<file path="src/rtl/vga_video_sync_generator.sv">
// Free-running VGA raster timing generator: registered active-low HS/VS and blank_n.
// Define VSG_PIXEL_COORD_EN to also produce registered active-area pixel_x/pixel_y.
module vga_video_sync_generator #(
    parameter int unsigned H_SYNC   = 96,
    parameter int unsigned H_BACK   = 48,
    parameter int unsigned H_ACTIVE = 640,
    parameter int unsigned H_FRONT  = 16,
    parameter int unsigned V_SYNC   = 2,
    parameter int unsigned V_BACK   = 33,
    parameter int unsigned V_ACTIVE = 480,
    parameter int unsigned V_FRONT  = 10
) (
    input  logic       iVGA_CLK,
    input  logic       iRST_n,
    output logic       blank_n,
    output logic       HS,
    output logic       VS,
    output logic [9:0] pixel_x,
    output logic [9:0] pixel_y
);

    localparam int unsigned H_TOTAL = H_SYNC + H_BACK + H_ACTIVE + H_FRONT;
    localparam int unsigned V_TOTAL = V_SYNC + V_BACK + V_ACTIVE + V_FRONT;

    localparam logic [9:0] H_MAX     = 10'(H_TOTAL - 1);
    localparam logic [9:0] V_MAX     = 10'(V_TOTAL - 1);
    localparam logic [9:0] H_SYNC_END = 10'(H_SYNC);
    localparam logic [9:0] V_SYNC_END = 10'(V_SYNC);
    localparam logic [9:0] H_START   = 10'(H_SYNC + H_BACK);
    localparam logic [9:0] H_STOP    = 10'(H_TOTAL - H_FRONT);
    localparam logic [9:0] V_START   = 10'(V_SYNC + V_BACK);
    localparam logic [9:0] V_STOP    = 10'(V_TOTAL - V_FRONT);

    logic [9:0] h_cnt;
    logic [9:0] v_cnt;
    logic       h_wrap;
    logic       v_wrap;
    logic       h_valid;
    logic       v_valid;
    logic       active;

    always_comb begin
        h_wrap  = (h_cnt == H_MAX);
        v_wrap  = (v_cnt == V_MAX);
        h_valid = (h_cnt >= H_START) && (h_cnt < H_STOP);
        v_valid = (v_cnt >= V_START) && (v_cnt < V_STOP);
        active  = h_valid && v_valid;
    end

    // Wraps are explicit compares so non-power-of-two totals never rely on overflow.
    always_ff @(posedge iVGA_CLK) begin
        if (!iRST_n) begin
            h_cnt <= '0;
            v_cnt <= '0;
        end else begin
            h_cnt <= h_wrap ? '0 : h_cnt + 10'd1;
            if (h_wrap) begin
                v_cnt <= v_wrap ? '0 : v_cnt + 10'd1;
            end
        end
    end

    always_ff @(posedge iVGA_CLK) begin
        if (!iRST_n) begin
            HS      <= 1'b1;
            VS      <= 1'b1;
            blank_n <= 1'b0;
        end else begin
            HS      <= (h_cnt >= H_SYNC_END);
            VS      <= (v_cnt >= V_SYNC_END);
            blank_n <= active;
        end
    end

`ifdef VSG_PIXEL_COORD_EN
    // Coordinates are registered alongside blank_n and parked at 0 during blanking.
    always_ff @(posedge iVGA_CLK) begin
        if (!iRST_n) begin
            pixel_x <= '0;
            pixel_y <= '0;
        end else if (active) begin
            pixel_x <= h_cnt - H_START;
            pixel_y <= v_cnt - V_START;
        end else begin
            pixel_x <= '0;
            pixel_y <= '0;
        end
    end
`else
    assign pixel_x = '0;
    assign pixel_y = '0;
`endif

endmodule

</file>
<file path="config.mk">
export PLATFORM = sky130hd
export DESIGN_NAME = vga_video_sync_generator
export DESIGN_NICKNAME = d
export VERILOG_FILES = /design/src/rtl/vga_video_sync_generator.sv
export SDC_FILE = /design/constraint.sdc
export NUM_CORES = 1
export LEC_CHECK = 0
export CORE_MARGIN = 3
export CORE_UTILIZATION = 61
export CTS_BUF_LIST = sky130_fd_sc_hd__clkbuf_4 sky130_fd_sc_hd__clkbuf_8
export DETAILED_ROUTE_END_ITERATION = 6
export DONT_BUFFER_PORTS = 1
export PLACE_DENSITY_LB_ADDON = 0.08
export SLEW_MARGIN = 20
export SYNTH_ARGS = -nofsm -noshare
export SYNTH_HDL_FRONTEND = slang
export SYNTH_SLANG_ARGS = --single-unit
</file>
<file path="constraint.sdc">
create_clock -name iVGA_CLK -period 5.75 [get_ports iVGA_CLK]
set_input_delay 0.2875 -clock iVGA_CLK [delete_from_list [all_inputs] [get_ports iVGA_CLK]]
set_output_delay 0.2875 -clock iVGA_CLK [all_outputs]
set_load 0.03 [all_outputs]
</file>
# After elaboration in Yosys (flattened, before gate mapping)
# Cells that the tools add are included.
# totals
register_bits,23
elab_cells,21
in_bits,2
# op_classes
bitwise_logic,1
mux,1
n_addsub,2
order_cmp,6
n_eq_ne,2
n_reduce_logical,4
# ops
operator,count
"adder 10 x 1 -> 10 bit, second input constant",2
"== test 10 bit, second input constant",2
"less-than comparator 10 bit, second input constant",2
">= comparator 10 x 2 -> 1 bit, second input constant",1
">= comparator 10 x 6 -> 1 bit, second input constant",1
">= comparator 10 x 7 -> 1 bit, second input constant",1
">= comparator 10 x 8 -> 1 bit, second input constant",1
2-to-1 mux 10 bit,1
logical AND 1 bit,3
OR reduction 2 bit,1
NOT 1 bit,1

# Logic depth before layout (Yosys ltp)
# depth
word_depth,3
mapped_depth,6
depth_no_buf,5

# Worst setup path before layout
# No wires, ideal clock.
# synth_timing
kind,register -> register
start,reg h_cnt[0]
end,reg v_cnt[7]
required_time_ps,5680
synth_period_minus_slack_ps,1821
path_stages_with_launch,6
arrival_ps,1751
path_slack_ps,3929
n_path_buf,0
setup_ps,70
path_cell_list,dfxtp_1 -> ha_1 -> nand4_4 -> or4_4 -> or3_1 -> a21oi_1
# synth_via
elab_chain_len,1
# synth_lines
item,line,source
from (decl),34,logic [9:0] h_cnt;
from (signal assigned),56,h_cnt <= h_wrap ? '0 : h_cnt + 10'd1;
== test 10 bit,43,h_wrap = (h_cnt == H_MAX);
to (signal assigned),58,v_cnt <= v_wrap ? '0 : v_cnt + 10'd1;
to (decl),35,logic [9:0] v_cnt;
# Every way passes these cells.
# A chain may end at the register's enable or synchronous reset.

# Worst setup path after layout
# layout_timing
start,reg h_cnt[0]
end,reg v_cnt[4]
# Same word-level chain as after synthesis.

==> results.md <==
* Outcome: completed
* Share of cells above drive strength 1 at 0.0699
* Number of max-slew violations in the final report at 0
* Total GRT Usage at 0.180
* Final TNS setup at 0 ns
* Yosys reg bits at 23
* Final setup violation count at 0
* Crit path largest cell delay at 0.53 ns
* Die Span Y at 52.8 microns
* Largest net degree at the start of global routing at 13
* Number of antenna-violating nets in the routed design at 0
* Per-cell via count in the routed design at 5.31
* Total half-perimeter wirelength after legalization and detailed placement at 1600 microns
* Worst-case vdd ir drop at 0.160 mV
* Worst-case clock buffer depth at 2
* Worst Setup Start Kind: register
* Count of yosys warnings during synthesis at 0
* DRC at 0
* CTS hold repair buffers at 0
* Clock input transition at the sequential cells of the worst setup and hold paths at 0.13 ns
* Number of primary I/O pins at 25
* Pwr dens at 211 nW/um^2
* Final period utilization at 0.341
* Max Cap Violations at 0
* Library cell with the largest summed area after synthesis: dfxtp_1
* Area inside the core boundary at 2020 sq um
* DIE AREA at 2790 sq um
* Routed WL per cell at 12.7 microns
* Via count of the first global-routing pass at 810
* Horiz. Die Dim at 52.8 microns
* Number of synthesized flops with an enable pin at 0
* Placed Area at 1240 sq um
* Worst-path fanout max at 8
* DR pass1 iterations at 4
* TritonCTS Buffers at 3
* Area fraction of the dominant cell type after synthesis at 0.344
* Cell count after synthesis at 147
* WP data arrival at 2.16 ns
* Quantity of I/O buffers inserted on ports at 0
* Synth Flop Type: dfxtp_1
* List of cells traversed by the critical path: ha_1 -> nand4_4 -> or3_1 -> o31ai_4 -> nor2_1
* Post-route cell area at 1270 sq um
* Count of nets after finishing at 151
* Count of buffers added by post-CTS timing repair for setup at 0
* Total of cells resized after clock tree synthesis at 0
* Filler instances at 201
* Placement Rows at 16
* Post-Synthesis Cell Area at 1340 sq um
* Min-delay worst type: in -> reg
* TritonCTS clock tree: built
* Synthesis-to-finish area growth at -4.86%
* CP Data Required Time at 5.95 ns
* Slowest library cell on the worst path: or3_1
* Starting DRC count in detailed routing at 28
* Diode count at 0
* Sequential fraction of the synthesis area at 0.344
* Count of H-tree levels built during CTS at 1
* Max-slew headroom at 0.568
* Category of the critical setup timing path: reg -> reg
* Synthesized area divided by synthesized cell count at 9.11 sq um
* Top cells by area in the synthesized netlist: dfxtp_1 (34%), buf_4 (13%), xnor2_1 (5.2%)
* Global-route wire length before repair at 3680 microns
* Number of hold violations in the final report at 0
* Routability cong. at 0.787
* Starting Density at 0.662
* Post-synthesis async set-or-reset flop share at 0
* Clk Tree Root Cell: clkbuf_4
* Total leakage power at 0.481 nW
* Distinct cells, synth at 41
* Shortest clock period the worst path allows after layout at 1.96 ns
* Number of antenna violations at the first check in global routing at 0
* Global route total overflow at 0
* Final Routed Wirelength at 2150 microns
* Setup repair after global routing missed its margin: no
* Total number of vias at 903
* Clock insertion delay at the later pin of the skew report at 0.31 ns
* Kind of capture point of the worst setup path: register
* Clk sink count at 23
* Commonest non-fill, non-tap cell in the layout: dfxtp_1
* Most used cells in the layout excluding fill and tap cells: dfxtp_1 (23), conb_1 (20), nor2_1 (12)
* Worst-Margin Slew at 0.643 ns
* Highest clock frequency the design can meet at 0.510 GHz
* Post-route clock skew at 0.00402 ns
[final timing paths]
| path | startpoint | end | slack (ns) | depth (start not counted) |
|---|---|---|---|---|
| worst min-delay path | iRST_n | h_cnt[4] | 0.09 | 1 |
| worst max register to register | h_cnt[0] | v_cnt[4] | 3.79 | 5 |
| worst max-delay path | h_cnt[0] | v_cnt[4] | 3.79 | 5 |
| worst min register to register | h_cnt[0] | h_cnt[0] | 0.49 | 1 |
[layer usage]
layer	wire, microns	vias to the layer above	track usage
met4	15	0	0.0638
li1	-	455	-
met2	1020	32	0.277
met5	0	-	0
met1	948	414	0.245
met3	165	2	0.0399
[power by group]
part / switching [mW] / leakage, nW / internal (mW)
sequential: 0.00384 / 0.187 / 0.162
clock: 0.0479 / 0.0184 / 0.0318
combinational: 0.0206 / 0.276 / 0.00323
[state kept, by name, indices dropped and copies added (netlist names)]
signal   flops
HS           1
VS           1
blank_n      1
h_cnt       10
v_cnt       10
[cell type report]
class	instances	area, sq um	area share
inverter	6	22.5	0.0177
multi-input combinational	110	727	0.571
tap	27	33.8	0.0265
sequential	23	460	0.361
clock buffer	4	30.0	0.0236
[kinds of logic (layout without fill, tap and decap cells)]
| kind of cell | after synthesis | in the layout | share of synthesized area |
|---|---|---|---|
| multiplexers | 3 | 3 | 0.0224 |
| adder cells (fa/ha/maj) | 5 | 5 | 0.0467 |
| buffers and inverters | 33 | 10 | 0.166 |
| AND/OR/NAND/NOR | 57 | 57 | 0.265 |
| other | 1 | 20 | 0.00280 |
| XOR/XNOR | 13 | 13 | 0.0850 |
| flip-flops | 23 | 23 | 0.344 |
| AO/OA/AOI/OAI | 12 | 12 | 0.0673 |
[Yosys cell counts, drive strengths merged, types with 2 or more instances]
master  instances
buf            24
dfxtp          23
nor2           12
xnor2           8
inv             6
ha              5
nand2           5
nand4           5
nor4            5
xor2            5
nand3           4
a21oi           3
clkbuf          3
mux2i           3
nor2b           3
o21ai           3
or3             3
and2            2
and3            2
nand2b          2
nand3b          2
nand4b          2
nor3            2
nor4b           2
o311ai          2
[per-stage QoR]
stage	worst slack, ns	util	hold slack, ns	instances	total power, mW
2_1_floorplan	3.93	-	0.438	166	0.203
6_report	3.79	0.630	0.0929	170	0.269
5_1_grt	3.63	0.630	0.0732	170	0.283
3_3_place_gp	3.83	0.615	0.414	166	0.193
3_5_place_dp	3.79	0.615	0.415	166	0.193
4_1_cts	3.77	0.630	0.0846	170	0.271
[worst max-delay path, delay by kind of cell, from the launching register on]
family          cells  cell delay (ns)
simple gates        3             0.78
fa+ha+maj           1             0.26
flops               1             0.40
compound gates      1             0.40
Power figures use the tool's default switching activity.
